**src/rtl/mem_arb_pkg.sv**
```systemverilog
// Shared defaults, FSM state encoding and small helpers for the two-port memory arbiter.
package mem_arb_pkg;

  localparam int DEFAULT_DATA_WIDTH = 32;
  localparam int DEFAULT_ADDR_WIDTH = 32;

  typedef enum logic [1:0] {
    ST_IDLE   = 2'd0,
    ST_ACCESS = 2'd1,
    ST_RESP   = 2'd2
  } arb_state_e;

  // Words are 4-byte aligned; any set low address bit marks a misaligned access.
  function automatic logic word_misaligned(input logic [1:0] low_bits);
    return (low_bits != 2'b00);
  endfunction

endpackage

```
**src/rtl/mem_arbiter_if.sv**
```systemverilog
// Requester/memory bundle of the memory arbiter; err0/err1 exist only with MEM_ARB_ALIGN_CHECK_EN.
interface mem_arbiter_if #(
  parameter int DATA_WIDTH = mem_arb_pkg::DEFAULT_DATA_WIDTH,
  parameter int ADDR_WIDTH = mem_arb_pkg::DEFAULT_ADDR_WIDTH
);

  logic                  req0;
  logic                  req1;
  logic                  we0;
  logic                  we1;
  logic [ADDR_WIDTH-1:0] addr0;
  logic [ADDR_WIDTH-1:0] addr1;
  logic [DATA_WIDTH-1:0] wdata0;
  logic [DATA_WIDTH-1:0] wdata1;
  logic                  gnt0;
  logic                  gnt1;
  logic                  done0;
  logic                  done1;
  logic [DATA_WIDTH-1:0] rdata;
  logic [ADDR_WIDTH-1:0] mem_addr;
  logic [DATA_WIDTH-1:0] mem_wdata;
  logic                  mem_we;
  logic [DATA_WIDTH-1:0] mem_rdata;
`ifdef MEM_ARB_ALIGN_CHECK_EN
  logic                  err0;
  logic                  err1;
`endif

  // Requesters plus the memory model: drive requests and read data, observe the rest.
  modport master (
    output req0, req1, we0, we1, addr0, addr1, wdata0, wdata1, mem_rdata,
    input  gnt0, gnt1, done0, done1, rdata, mem_addr, mem_wdata, mem_we
`ifdef MEM_ARB_ALIGN_CHECK_EN
    , input err0, err1
`endif
  );

  modport slave (
    input  req0, req1, we0, we1, addr0, addr1, wdata0, wdata1, mem_rdata,
    output gnt0, gnt1, done0, done1, rdata, mem_addr, mem_wdata, mem_we
`ifdef MEM_ARB_ALIGN_CHECK_EN
    , output err0, err1
`endif
  );

endinterface

```
**src/rtl/rr_arbiter2.sv**
```systemverilog
// Two-way round-robin pick: a lone requester wins, a tie goes to the one not served last.
module rr_arbiter2 (
  input  logic [1:0] req,
  input  logic       last,
  output logic [1:0] win
);

  // One-hot winner; last = 1'b1 means requester 1 was served most recently.
  always_comb begin
    win = 2'b00;
    case (req)
      2'b01: win = 2'b01;
      2'b10: win = 2'b10;
      2'b11: begin
        if (last) begin
          win = 2'b01;
        end else begin
          win = 2'b10;
        end
      end
      default: win = 2'b00;
    endcase
  end

endmodule

```
**src/rtl/mem_arbiter.sv**
```systemverilog
// Round-robin arbiter sharing one combinational-read memory between two requesters (IDLE/ACCESS/RESP).
// Build option MEM_ARB_ALIGN_CHECK_EN: misaligned requests are granted but not issued, and flag err with done.
module mem_arbiter
  import mem_arb_pkg::*;
#(
  parameter int DATA_WIDTH = DEFAULT_DATA_WIDTH,
  parameter int ADDR_WIDTH = DEFAULT_ADDR_WIDTH
) (
  input  logic         sys_clk,
  input  logic         sys_rst_n,
  mem_arbiter_if.slave bus
);

  arb_state_e            state_r;
  logic                  last_r;
  logic                  op_id_r;
  logic                  op_we_r;
  logic                  op_bad_r;
  logic [ADDR_WIDTH-1:0] mem_addr_r;
  logic [DATA_WIDTH-1:0] mem_wdata_r;
  logic                  mem_we_r;
  logic [DATA_WIDTH-1:0] rdata_r;
  logic                  gnt0_r;
  logic                  gnt1_r;
  logic                  done0_r;
  logic                  done1_r;
`ifdef MEM_ARB_ALIGN_CHECK_EN
  logic                  err0_r;
  logic                  err1_r;
`endif

  logic [1:0]            req_s;
  logic [1:0]            win_s;
  logic                  accept_s;
  logic                  sel_id_s;
  logic                  sel_we_s;
  logic                  sel_bad_s;
  logic [ADDR_WIDTH-1:0] sel_addr_s;
  logic [DATA_WIDTH-1:0] sel_wdata_s;

  assign req_s = {bus.req1, bus.req0};

  rr_arbiter2 u_rr (
    .req  (req_s),
    .last (last_r),
    .win  (win_s)
  );

  assign accept_s = |win_s;
  assign sel_id_s = win_s[1];

  // Route the winning requester's command towards the latch.
  always_comb begin
    sel_we_s    = bus.we0;
    sel_addr_s  = bus.addr0;
    sel_wdata_s = bus.wdata0;
    if (sel_id_s) begin
      sel_we_s    = bus.we1;
      sel_addr_s  = bus.addr1;
      sel_wdata_s = bus.wdata1;
    end else begin
      sel_we_s    = bus.we0;
      sel_addr_s  = bus.addr0;
      sel_wdata_s = bus.wdata0;
    end
  end

`ifdef MEM_ARB_ALIGN_CHECK_EN
  assign sel_bad_s = word_misaligned(sel_addr_s[1:0]);
`else
  assign sel_bad_s = 1'b0;
`endif

  // Access sequencer: latch on acceptance, drive memory in ACCESS, report completion in RESP.
  always_ff @(posedge sys_clk or negedge sys_rst_n) begin
    if (!sys_rst_n) begin
      state_r     <= ST_IDLE;
      last_r      <= 1'b1;
      op_id_r     <= 1'b0;
      op_we_r     <= 1'b0;
      op_bad_r    <= 1'b0;
      mem_addr_r  <= {ADDR_WIDTH{1'b0}};
      mem_wdata_r <= {DATA_WIDTH{1'b0}};
      mem_we_r    <= 1'b0;
      rdata_r     <= {DATA_WIDTH{1'b0}};
      gnt0_r      <= 1'b0;
      gnt1_r      <= 1'b0;
      done0_r     <= 1'b0;
      done1_r     <= 1'b0;
`ifdef MEM_ARB_ALIGN_CHECK_EN
      err0_r      <= 1'b0;
      err1_r      <= 1'b0;
`endif
    end else begin
      case (state_r)
        ST_IDLE: begin
          if (accept_s) begin
            state_r     <= ST_ACCESS;
            last_r      <= sel_id_s;
            op_id_r     <= sel_id_s;
            op_we_r     <= sel_we_s;
            op_bad_r    <= sel_bad_s;
            mem_addr_r  <= sel_addr_s;
            mem_wdata_r <= sel_wdata_s;
            mem_we_r    <= sel_we_s & ~sel_bad_s;
            gnt0_r      <= ~sel_id_s;
            gnt1_r      <= sel_id_s;
          end else begin
            state_r     <= ST_IDLE;
          end
        end
        ST_ACCESS: begin
          // A write commits on this edge; a read samples the memory's combinational output.
          state_r  <= ST_RESP;
          mem_we_r <= 1'b0;
          gnt0_r   <= 1'b0;
          gnt1_r   <= 1'b0;
          done0_r  <= ~op_id_r;
          done1_r  <= op_id_r;
          if (!op_we_r && !op_bad_r) begin
            rdata_r <= bus.mem_rdata;
          end
`ifdef MEM_ARB_ALIGN_CHECK_EN
          err0_r   <= op_bad_r & ~op_id_r;
          err1_r   <= op_bad_r & op_id_r;
`endif
        end
        ST_RESP: begin
          state_r <= ST_IDLE;
          done0_r <= 1'b0;
          done1_r <= 1'b0;
`ifdef MEM_ARB_ALIGN_CHECK_EN
          err0_r  <= 1'b0;
          err1_r  <= 1'b0;
`endif
        end
        default: begin
          state_r  <= ST_IDLE;
          mem_we_r <= 1'b0;
          gnt0_r   <= 1'b0;
          gnt1_r   <= 1'b0;
          done0_r  <= 1'b0;
          done1_r  <= 1'b0;
`ifdef MEM_ARB_ALIGN_CHECK_EN
          err0_r   <= 1'b0;
          err1_r   <= 1'b0;
`endif
        end
      endcase
    end
  end

  assign bus.gnt0      = gnt0_r;
  assign bus.gnt1      = gnt1_r;
  assign bus.done0     = done0_r;
  assign bus.done1     = done1_r;
  assign bus.rdata     = rdata_r;
  assign bus.mem_addr  = mem_addr_r;
  assign bus.mem_wdata = mem_wdata_r;
  assign bus.mem_we    = mem_we_r;
`ifdef MEM_ARB_ALIGN_CHECK_EN
  assign bus.err0      = err0_r;
  assign bus.err1      = err1_r;
`endif

endmodule
```
**src/flat_wrapper.sv**
```systemverilog
// flat-port wrapper written by rule: the top's interface ports become plain ports
module mem_arbiter_flat import mem_arb_pkg::*;
#(
  parameter int DATA_WIDTH = DEFAULT_DATA_WIDTH,
  parameter int ADDR_WIDTH = DEFAULT_ADDR_WIDTH
)
  (sys_clk, sys_rst_n, bus_req0, bus_req1, bus_we0, bus_we1, bus_addr0, bus_addr1, bus_wdata0, bus_wdata1, bus_mem_rdata, bus_gnt0, bus_gnt1, bus_done0, bus_done1, bus_rdata, bus_mem_addr, bus_mem_wdata, bus_mem_we);
  mem_arbiter_if #(.DATA_WIDTH(DATA_WIDTH), .ADDR_WIDTH(ADDR_WIDTH)) bus_i ();
  input  logic sys_clk;
  input  logic sys_rst_n;
  input wire logic [$bits(bus_i.req0)-1:0] bus_req0;
  input wire logic [$bits(bus_i.req1)-1:0] bus_req1;
  input wire logic [$bits(bus_i.we0)-1:0] bus_we0;
  input wire logic [$bits(bus_i.we1)-1:0] bus_we1;
  input wire logic [$bits(bus_i.addr0)-1:0] bus_addr0;
  input wire logic [$bits(bus_i.addr1)-1:0] bus_addr1;
  input wire logic [$bits(bus_i.wdata0)-1:0] bus_wdata0;
  input wire logic [$bits(bus_i.wdata1)-1:0] bus_wdata1;
  input wire logic [$bits(bus_i.mem_rdata)-1:0] bus_mem_rdata;
  output wire logic [$bits(bus_i.gnt0)-1:0] bus_gnt0;
  output wire logic [$bits(bus_i.gnt1)-1:0] bus_gnt1;
  output wire logic [$bits(bus_i.done0)-1:0] bus_done0;
  output wire logic [$bits(bus_i.done1)-1:0] bus_done1;
  output wire logic [$bits(bus_i.rdata)-1:0] bus_rdata;
  output wire logic [$bits(bus_i.mem_addr)-1:0] bus_mem_addr;
  output wire logic [$bits(bus_i.mem_wdata)-1:0] bus_mem_wdata;
  output wire logic [$bits(bus_i.mem_we)-1:0] bus_mem_we;
  assign bus_i.req0 = bus_req0;
  assign bus_i.req1 = bus_req1;
  assign bus_i.we0 = bus_we0;
  assign bus_i.we1 = bus_we1;
  assign bus_i.addr0 = bus_addr0;
  assign bus_i.addr1 = bus_addr1;
  assign bus_i.wdata0 = bus_wdata0;
  assign bus_i.wdata1 = bus_wdata1;
  assign bus_i.mem_rdata = bus_mem_rdata;
  assign bus_gnt0 = bus_i.gnt0;
  assign bus_gnt1 = bus_i.gnt1;
  assign bus_done0 = bus_i.done0;
  assign bus_done1 = bus_i.done1;
  assign bus_rdata = bus_i.rdata;
  assign bus_mem_addr = bus_i.mem_addr;
  assign bus_mem_wdata = bus_i.mem_wdata;
  assign bus_mem_we = bus_i.mem_we;
  mem_arbiter #(.DATA_WIDTH(DATA_WIDTH), .ADDR_WIDTH(ADDR_WIDTH)) u_core (.sys_clk(sys_clk), .sys_rst_n(sys_rst_n), .bus(bus_i));
endmodule
```
**config.mk**
```make
export PLATFORM = sky130hd
export DESIGN_NAME = mem_arbiter_flat
export DESIGN_NICKNAME = d
export VERILOG_FILES = /design/src/rtl/mem_arb_pkg.sv /design/src/rtl/mem_arbiter_if.sv /design/src/rtl/rr_arbiter2.sv /design/src/rtl/mem_arbiter.sv /design/src/flat_wrapper.sv
export SDC_FILE = /design/constraint.sdc
export NUM_CORES = 1
export LEC_CHECK = 0
export BUFFER_PORTS_ARGS = -buffer_cell sky130_fd_sc_hd__buf_2
export CAP_MARGIN = 20
export CELL_PAD_IN_SITES_DETAIL_PLACEMENT = 1
export CELL_PAD_IN_SITES_GLOBAL_PLACEMENT = 1
export CORE_MARGIN = 2
export CORE_UTILIZATION = 33
export DETAILED_ROUTE_END_ITERATION = 10
export GPL_TIMING_DRIVEN = 0
export PLACE_DENSITY = 0.92
export SLEW_MARGIN = 10
export SYNTH_ARGS = -nofsm -noshare
export SYNTH_HDL_FRONTEND = slang
export SYNTH_SLANG_ARGS = --single-unit
```
**constraint.sdc**
```tcl
create_clock -name sys_clk -period 1.8 [get_ports sys_clk]
set_input_delay 0.36 -clock sys_clk [delete_from_list [all_inputs] [get_ports sys_clk]]
set_output_delay 0.36 -clock sys_clk [all_outputs]
set_load 0.01 [all_outputs]
```
==> results by group <==
Routing
  – Met1 Routed Length: 6.08 mm
  – Metal2 WL: 8.43 mm
  – Final routed DRC violation total: 0
  – Via density per instance: 5.13
  – DR top layer: met4
  – Detailed Route WL: 15.8 mm
  – Post-route ant nets: 0
  – Routed wl met3: around 930 um
  – Routed len/inst: 20.1 um
  – DR vias: 4036
  – Starting DRT DRC Count: 205
  – DR pass1 iterations: 4

STA
  – Max Freq: 0.574 GHz
  – Relative slew slack: 0.565
  – Final Hold Vio Count: 0
  – Max Clock Skew: 0.0100 ns
  – Final setup margin: about 0.059 ns
  – Crit path time final: between 1.5 and 2 ns
  – Final setup viols: 0
  – Max-slew violation count: 0
  – Final worst path period share: 0.967
  – Setup Total Neg Slack: 0 ns
  – WHS: 0.0343 ns
  – Slew @ Worst Pin: approximately 0.65 ns

CTS
  – Post-CTS Setup Inserts: 0
  – Clk root buf: clkbuf_16
  – Htree depth: 3
  – Clock slew seen by the registers of the worst setup and hold paths: 0.07 ns
  – Clk buf depth: 2
  – Hold-fix buffers at CTS: 0
  – TritonCTS clock tree: done
  – Total clock sinks: 106
  – Post-cts repair resize count: 16
  – CTS Buf Count: 9
  – Skew-Pair Late Insertion Delay: 0.34 ns

Place
  – Port bufs: 266
  – Pre-CTS WS: -0.332 ns
  – Placed instance area: slightly above 6000 um2
  – Inst Count DP: 770
  – Placer Congestion: just over 0.8
  – HPWL after DPL: between 10 and 15 mm

Run
  – Maxcap violations: 0

Yosys
  – Sequential fraction of the synthesis area: 0.593
  – Post-Synth XOR/XNOR Area: 0
  – Post-synthesis simple-gate area fraction: 0.0134
  – Largest family of logic cells by synthesized area: compound AO/OA/AOI/OAI gates
  – Cells after Synth: 327
  – Mux contribution to synthesized area: 0.0850
  – Synth unique cells: 24
  – Largest area contributor in the netlist: dfrtp_1
  – Mapped Avg Cell Area: 13.7 um2
  – Syn. warnings: 0
  – Syn Nets: 493
  – Flops & latches, synth: 106
  – Post-Syn Area: 4480 um2
  – Compound-cell area share of the yosys netlist: 0.266
  – Synth area leaders: dfrtp_1 (59%), a221o_1 (15%), a21boi_0 (11%)
  – Adder-cell area share of the yosys netlist: 0
  – Area share of the leading cell type in the synthesized netlist: 0.587

Finish
  – Number of fill cells in the layout: 1523
  – Area added between synthesis and finish: 42.8%
  – Area occupied by multi-input gates: roughly 1600 um2
  – Nets: roughly 770
  – Post-route design area: 6390 um2
  – Layout cells sized above 1: 0.564
  – Layout Cells excl Fill: 786
  – Seq. cell area: 2650 um2
  – Core Util, Final: 0.483
  – Diode count: 0

Power
  – Leak pwr: roughly 3.2 nW
  – VDD IR max: 722 uV
  – Design Power: 11.6 mW
  – Power density of the placed cells: 1810 nW/um2

Floorplan
  – # IOs: 267
  – Die X: 120 um
  – DIE AREA: roughly 15000 um2
  – Chip Height: between 100 and 150 um
  – Rows: 42
  – Core Region: 13200 um2
  – Initial Util: 0.338

GRT
  – Grt ovf: 0
  – Number of global-route vias before repair: 4425
  – GRT Total Usage: 0.214
  – First-pass GRT wire length: around 24 mm
  – Largest net degree at the start of global routing: 59
  – Initial antenna violation count: 0

Hold path
  – Hold WC Path Type: in -> async

Critical path
  – Critical Path Start: u_core.last_r$_DFFE_PN1P_
  – Critical Path Fanout Max: 10
  – CP Class: reg -> reg
  – Crit. End Element: flop
  – Worst EP arrival: ~2 ns
  – Startpoint Class: flop
  – Req. time, crit path: 2.02 ns
  – Reg2reg start: u_core.last_r$_DFFE_PN1P_

Status
  – Outcome: finished clean
power by group:
group | total, mW | switching (mW) | internal (mW)
sequential | 4.26 | 0.671 | 3.59
combinational | 5.42 | 2.75 | 2.68
clock | 1.89 | 0.880 | 1.01
flip-flops by register name, indices dropped and copies added (netlist names):
signal                count
u_core.bus.mem_addr      32
u_core.bus.mem_wdata     32
u_core.bus.rdata         32
u_core.state_r            2
u_core.bus.done0          1
u_core.bus.done1          1
u_core.bus.gnt0           1
u_core.bus.gnt1           1
u_core.bus.mem_we         1
u_core.last_r             1
u_core.op_id_r            1
u_core.op_we_r            1
critical path, stage by stage, from the launching register on:
cell,delay (ns)
dfstp_2,0.55
nand2_1,0.05
and3_1,0.18
clkbuf_4,0.18
buf_6,0.16
buf_4,0.18
a221o_1,0.31
cell usage in the layout (no fill, tap or decap), types with 5 or more instances in the layout:
cell type,n
clkbuf_2,7
a21boi_0,65
clkbuf_1,9
buf_6,5
buf_2,270
mux2_2,31
clkbuf_16,9
buf_4,6
clkbuf_4,5
dfrtp_1,105
a221o_1,66
path summary, 6_finish.rpt:
check	end	slack, ns	cells past startpoint
max reg2reg	u_core.bus.mem_wdata[21]$_DFFE_PN0P_	0.06	6
min	u_core.bus.rdata[14]$_DFFE_PN0P_	0.03	1
max in group asynchronous	u_core.last_r$_DFFE_PN1P_	1.01	2
min in group sys_clk	u_core.bus.rdata[14]$_DFFE_PN0P_	0.24	2
min reg2reg	u_core.bus.rdata[14]$_DFFE_PN0P_	0.50	1
max	u_core.bus.mem_wdata[21]$_DFFE_PN0P_	0.06	6
metal layers:
layer  vias to the layer above  global-route usage
li1                       1819                   -
met1                      2019               0.254
met2                       170               0.385
met3                        28              0.0382
met4                         0              0.0821
met5                         -                   0
synth_stat cells (all sizes together):
cell type,number
dfrtp,105
a221o,66
a21boi,65
mux2,32
clkbuf,19
buf,16
a21o,4
inv,4
nor2,3
and3,2
mux2i,2
nand2,2
a211oi,1
a21oi,1
and2b,1
dfstp,1
nand2b,1
nor2b,1
or2,1
cell type report:
type                       instances  area share
buffer                            35      0.0346
clock buffer                      12      0.0401
clock inverter                     4     0.00411
inverter                           4     0.00235
multi-input combinational        182       0.256
sequential                       106       0.415
tap                              176      0.0344
timing repair buffer             267       0.213
cells by family (layout without fill, tap and decap cells):
kind of cell | Yosys count | in the layout
compound gates | 137 | 137
buf+inv | 39 | 322
flops | 106 | 106
mux | 34 | 34
simple gates | 11 | 11
(Power assumes the default switching activity.)
